--- config.mk ---
export PLATFORM = sky130hd
export DESIGN_NAME = fetch_queue
export DESIGN_NICKNAME = d
export VERILOG_FILES = /design/src/rtl/fetch_queue.sv
export SDC_FILE = /design/constraint.sdc
export NUM_CORES = 1
export LEC_CHECK = 0
export ABC_AREA = 1
export BUFFER_PORTS_ARGS = -buffer_cell sky130_fd_sc_hd__buf_2
export CELL_PAD_IN_SITES_DETAIL_PLACEMENT = 1
export CELL_PAD_IN_SITES_GLOBAL_PLACEMENT = 1
export CORE_MARGIN = 5
export CORE_UTILIZATION = 40
export DETAILED_ROUTE_END_ITERATION = 6
export PLACE_DENSITY = 0.71
export SLEW_MARGIN = 15
export SYNTH_ARGS = -nofsm -noshare
export SYNTH_HDL_FRONTEND = slang
export SYNTH_SLANG_ARGS = --single-unit
--- constraint.sdc ---
create_clock -name clk -period 10.5 [get_ports clk]
set_clock_uncertainty 0.05 [all_clocks]
set_input_delay 2.1 -clock clk [delete_from_list [all_inputs] [get_ports clk]]
set_output_delay 2.1 -clock clk [all_outputs]
set_load 0.005 [all_outputs]
--- src/rtl/fetch_queue.sv ---
// Instruction fetch stage: prefetches sequential instructions into an in-order
// queue in front of the decoder, holds after branch/jump-class instructions and
// flushes on redirect, discarding any response still in flight.
module fetch_queue #(
  parameter int unsigned         ADDR_W   = 32,
  parameter int unsigned         INST_W   = 32,
  parameter int unsigned         DEPTH    = 4,
  parameter int unsigned         PC_STEP  = 4,
  parameter logic [ADDR_W-1:0]   RESET_PC = '0
) (
  input  logic                         clk,
  input  logic                         rst,
  input  logic                         redirect_en,
  input  logic [ADDR_W-1:0]            redirect_pc,
  output logic                         req_valid,
  output logic [ADDR_W-1:0]            req_addr,
  input  logic                         req_ready,
  input  logic                         resp_valid,
  input  logic [INST_W-1:0]            resp_inst,
  output logic                         dec_valid,
  output logic [ADDR_W-1:0]            dec_pc,
  output logic [INST_W-1:0]            dec_inst,
  input  logic                         dec_ready,
  output logic [$clog2(DEPTH+1)-1:0]   occupancy
);

  localparam int unsigned OccW = $clog2(DEPTH + 1);
  localparam int unsigned PtrW = $clog2(DEPTH);
  localparam logic [OccW-1:0] DepthOcc = OccW'(DEPTH);

  typedef enum logic [2:0] {
    StIdle,
    StFetch,
    StWaitResp,
    StHoldBj,
    StDrain
  } state_e;

  state_e state_q, state_d;
  logic [ADDR_W-1:0] pc_q, pc_d;
  logic [PtrW-1:0]   head_q, head_d, tail_q, tail_d;
  logic [OccW-1:0]   occ_q, occ_d;

  logic [ADDR_W-1:0] pc_mem_q   [DEPTH];
  logic [INST_W-1:0] inst_mem_q [DEPTH];

  logic accept, push, pop, flush, is_bj;

  // Handshake and queue event decode.
  assign accept = req_valid & req_ready;
  // A response coinciding with a redirect belongs to the old stream.
  assign push   = (state_q == StWaitResp) & resp_valid & ~redirect_en;
  assign pop    = dec_valid & dec_ready;
  assign flush  = redirect_en & (state_q != StIdle);
  assign is_bj  = resp_inst[6];

  // State, PC, pointer and occupancy registers.
  always_ff @(posedge clk) begin
    if (rst) begin
      state_q <= StIdle;
      pc_q    <= RESET_PC;
      head_q  <= '0;
      tail_q  <= '0;
      occ_q   <= '0;
    end else begin
      state_q <= state_d;
      pc_q    <= pc_d;
      head_q  <= head_d;
      tail_q  <= tail_d;
      occ_q   <= occ_d;
    end
  end

  // Queue storage; contents need no reset since the head is gated by occupancy.
  always_ff @(posedge clk) begin
    if (push) begin
      pc_mem_q[tail_q]   <= pc_q;
      inst_mem_q[tail_q] <= resp_inst;
    end
  end

  // Next-state and next-PC selection.
  always_comb begin
    state_d = state_q;
    pc_d    = pc_q;
    unique case (state_q)
      StIdle: state_d = StFetch;
      StFetch: begin
        if (redirect_en) state_d = accept ? StDrain : StFetch;
        else if (accept) state_d = StWaitResp;
      end
      StWaitResp: begin
        // If the response lands with the redirect, nothing is left to drain.
        if (redirect_en)     state_d = resp_valid ? StFetch : StDrain;
        else if (resp_valid) state_d = is_bj ? StHoldBj : StFetch;
      end
      StHoldBj: begin
        if (redirect_en) state_d = StFetch;
      end
      StDrain: begin
        if (resp_valid) state_d = StFetch;
      end
      default: state_d = StIdle;
    endcase
    if (flush) begin
      pc_d = redirect_pc;
    end else if (push && !is_bj) begin
      pc_d = pc_q + ADDR_W'(PC_STEP);
    end
  end

  // Queue pointer and occupancy update; a flush overrides push and pop.
  always_comb begin
    head_d = head_q;
    tail_d = tail_q;
    occ_d  = occ_q;
    if (flush) begin
      head_d = '0;
      tail_d = '0;
      occ_d  = '0;
    end else begin
      if (pop)  head_d = head_q + PtrW'(1);
      if (push) tail_d = tail_q + PtrW'(1);
      if (push && !pop)      occ_d = occ_q + OccW'(1);
      else if (pop && !push) occ_d = occ_q - OccW'(1);
    end
  end

  // Outputs decoded from the current state and queue contents.
  always_comb begin
    req_valid = (state_q == StFetch) && (occ_q < DepthOcc);
    req_addr  = pc_q;
    dec_valid = (occ_q != '0);
    dec_pc    = dec_valid ? pc_mem_q[head_q]   : '0;
    dec_inst  = dec_valid ? inst_mem_q[head_q] : '0;
    occupancy = occ_q;
  end

endmodule

* Word level (Yosys, flattened, before mapping)
Memory sizes are Yosys's and may differ from the RTL's. A register that Yosys moved wholly into a read port is not among the register bits.
Index checks and enable logic that the tools add are counted.
** Operators by class
- $add $sub $neg :: 5
- $lt $le $gt $ge :: 1
- Equal/unequal tests :: 8
- Multiplexer cells :: 22
- Bitwise logic cells :: 6
- Reductions and logical operators :: 14
** Operators by type and width (number)
- $mux W32 :: 4
- $add A32 B3 Y32 const B :: 1
- $mux W3 :: 10
- $pmux W3 S5 :: 1
- $mux W2 :: 5
- $eq A3 B2 Y1 const B :: 2
- $ne A3 B3 Y1 const B :: 2
- $reduce_bool A3 Y1 :: 2
- $and A1 B1 Y1 :: 5
- $add A2 B1 Y2 const B :: 2
- $logic_and A1 B1 Y1 :: 4
- $ne A2 B2 Y1 const B :: 2
- $reduce_and A4 Y1 :: 1
- $reduce_bool A2 Y1 :: 2
- $add A3 B1 Y3 const B :: 1
- $eq A3 B1 Y1 const B :: 1
- $eq A3 B3 Y1 const B :: 1
- $logic_not A1 Y1 :: 3
- $logic_not A3 Y1 :: 1
- $lt A3 B3 Y1 const B :: 1
- $sub A3 B1 Y3 const B :: 1
- $mux W1 :: 2
- $reduce_or A2 Y1 :: 1
- $not A1 Y1 :: 1
** Storage, ports and cells
- Bits in registers :: 42
- Bits in writable memories :: 256
- Input bits :: 70
- Output and inout port bits :: 101
- Word-level logic and storage cells :: 63
- Memories kept :: 2
** Memories
- inst_mem_q :: depth 4, width 32, rd ports 1, clocked after memory_dff 1, write ports 1, line 45 : logic [INST_W-1:0] inst_mem_q [DEPTH];
- pc_mem_q :: depth 4, width 32, rd ports 1, clocked after memory_dff 1, write ports 1, line 44 : logic [ADDR_W-1:0] pc_mem_q [DEPTH];

* Logic depth before layout (Yosys ltp)
- Depth in word-level cells :: 7
- Mapped depth :: 11
- Depth with buffers taken out :: 11

* Least setup slack after synthesis
No wires, ideal clock.
- Path kind :: in2reg
- Start :: in redirect_en
- End :: mem inst_mem_q[0][0], enable pin
- Library setup time :: 486 ps
- Arrival time :: 4997 ps
- Required time :: 9964 ps
- Setup slack :: 4967 ps
- Cell stages on the path :: 3
- Path buffers :: 0
- Cells stage by stage :: nor2_4 > nand2_4 > nor2_1
** Between the ends
- Longest elaborated chain between the ends :: 4
** RTL lines
- from (decl) :: line 13 : input logic redirect_en,
- $not A1 Y1 :: line 52 : assign push = (state_q == StWaitResp) & resp_valid & ~redirect_en;
- $and A1 B1 Y1 :: line 52
- $mux W1 :: line 76 : if (push) begin
- $mux W1 (implied by the code) :: line 78 : inst_mem_q[tail_q] <= resp_inst;
- to (decl) :: line 45
Every way passes these cells.

==> run metrics <==
outcome=finished, final reports clean; DR pass1 iterations=5; # setup viols final=0; postcts setup bufs=0; largest net degree at the start of global routing=around 110; Yosys top cell by area=edfxtp_1; Final ANT Viol Nets=0; H-tree levels=2; Root Driver=clkbuf_16; RSZ-0062 raised after global routing=false; Final Instance Count excl. Fillers=1,846; measured slew at the worst slew-check pin=1035 ps; Hold-fix buffers, CTS=0; most common cell after layout, fill and taps aside=nor2_1; final core utilization=47.81%; Cell Pwr Density=237.6 mW/mm^2; total CTS buffers=34; GPL Wtd Cong=between 0.8 and 0.9; Synth Area in Compound Gates=10.04%; Final Max Slew Viols=0; CP Capture Type=output port; #FFs+latches synth=300; Pleak=5.686 nW; adder-cell share of the synthesized area=0.7405%; commonest cells after routing, fill and taps aside=354 x nor2_1, 256 x edfxtp_1, 170 x buf_2, 154 x nand2_1, 141 x o21ai_0; Vias=9,659; Worst Setup Start Kind=flop; mapped cell area=approximately 0.013 mm^2; post-synthesis mux area share=0.07795%; synth warn=0; post-DR vias/cell=5.232; Post-Route Setup TNS=0 ps; fmax=195.9 MHz; drc violations=0; total clock sinks=300; placed cell count=roughly 1,800; num ports=171; Mean Syn Cell Area=10.14 um^2; Syn Inst Count=1,266; Layout area overhead=17.80%; Post-Syn Nets=1,343; global route overflow=0; Core Box Area=0.03164 mm^2; Nets=around 1,500; Area contributors post-synth=edfxtp_1 60%, nor2_1 10%, dfxtp_1 6.9%; CTS clock-pin slew for the worst setup and hold paths=about 60 ps; slew margin rel.=a little under a third; Period minus WS final=about 5100 ps; Synth Area in Simple Gates=17.97%; hold slack=~420 ps; CTS tree=built; die area=0.03579 mm^2; DP HPWL=21,800 um; drt wl/cell=about 19 um; post-synth cell types=37; num rows=65; Critical Path Fanout Max=roughly 100; Die H=189.2 um; XOR/XNOR share of the synthesized area=0.1364%; maxcap violations=0; vias in the first global route=10,310; Tcrit/Tclk final=48.63%; Post-synth top flop=edfxtp_1; starting density of the core=40.59%; Tot GR Track Use=19.80%; main combinational cell family by area after synthesis=simple AND/OR/NAND/NOR gates; antenna violations before repair=0; clock buffer depth=3; first-pass GRT wire length=between 50,000 and 60,000 um; ys async rst share=0%; WS Path Type=flop to output port; die extent in x=189.2 um; CTS resizes=0; layout cells sized above 1=17.39%; Tightest Hold Check Type=flop to flop; Post-synth EDFFs=~260; drt first-iter violations=519; CP required=approximately 8400 ps; sequential share of the synthesized area=66.73%; latest clock arrival within the worst-skew pair=500 ps; post-synth top area share=59.87%; VDD IR max=~0.15 mV; I/O Buffers=between 150 and 200; filler cell count=between 3,000 and 4,000; wirelength, routed=around 36,000 um; Final Hold Viols=0; critical path arrival=between 2000 and 3000 ps
worst paths after layout:
path                                   from                   endpoint  slack (ps)  depth (start not counted)
setup / recovery                       flop                 dec_pc[21]        5390                          5
hold / removal       head_q[1]$_SDFFE_PP0P_                       flop         420                          2
hold reg to reg      head_q[1]$_SDFFE_PP0P_                       flop         420                          2
setup reg to reg  occupancy[0]$_SDFFE_PP0P_  occupancy[2]$_SDFFE_PP0P_        7440                         12
registers in the layout, summed over array words and instances, names as in the netlist, named ones only:
name / cells
tail_q: 2
state_q: 3
req_addr: 32
occupancy: 3
inst_mem_q: 128
pc_mem_q: 128
head_q: 2
kinds of logic after synthesis:
group                      Yosys count
AOI/OAI and AO/OA                  249
DFF                                300
and+or+nand+nor                    578
xor gates and xnor gates             2
adders and majority gates            7
muxes                                1
buffers and inverters              129
layer usage:
metal / vias up / global-route usage [%] / wire, um
li1: 4609 / - / -
met1: 4785 / 26.28 / 15860
met2: 220 / 34.38 / 17660
met3: 45 / 3.153 / 1562
met4: 0 / 4.512 / 568
met5: - / 0 / 0
cell type report:
class                           count  area (um^2)  share of cell area, %
Antenna cell                        1        2.502                0.01654
Clock buffer                       43        905.9                  5.988
Clock inverter                     18        215.2                  1.423
Inverter                           65        247.7                  1.638
Multi-Input combinational cell    837         3754                  24.81
Sequential cell                   300         8573                  56.67
Tap cell                          402        503.0                  3.325
Timing Repair Buffer              180        925.9                  6.121
cell usage after synthesis (3+ instances only):
| library cell | n |
|---|---|
| nor2_1 | 358 |
| edfxtp_1 | 256 |
| nand2_1 | 154 |
| o21ai_0 | 141 |
| a21oi_1 | 89 |
| inv_1 | 59 |
| dfxtp_1 | 44 |
| nand3_1 | 41 |
| clkbuf_1 | 28 |
| buf_2 | 15 |
| buf_1 | 13 |
| nand4_1 | 9 |
| nor3_1 | 7 |
| ha_1 | 6 |
| o21ai_1 | 6 |
| buf_6 | 5 |
| inv_2 | 5 |
| a211oi_1 | 3 |
| buf_4 | 3 |
| o211ai_1 | 3 |
worst max-delay path, cell delays in order, from the launching register on:
cell	delay, ps
dfxtp_4	500
clkinv_2	300
buf_4	770
o21ai_0	210
a21oi_1	360
buf_2	190
metrics by stage:
stage	instance area (um^2)	worst slack, ps	power (mW)
floorplan	12840	4967	2.028
global placement	14000	5975	2.440
detailed placement	14000	5922	2.462
CTS	15120	5381	3.650
global route	15120	5178	3.813
finish	15130	5394	3.595
where the power goes:
group,switching (mW),internal (mW),leakage [nW]
registers,0.119,1.37,2.69
clock network,0.465,0.714,0.534
logic,0.611,0.312,2.47
total,1.20,2.40,5.69
(Power assumes the default switching activity.)
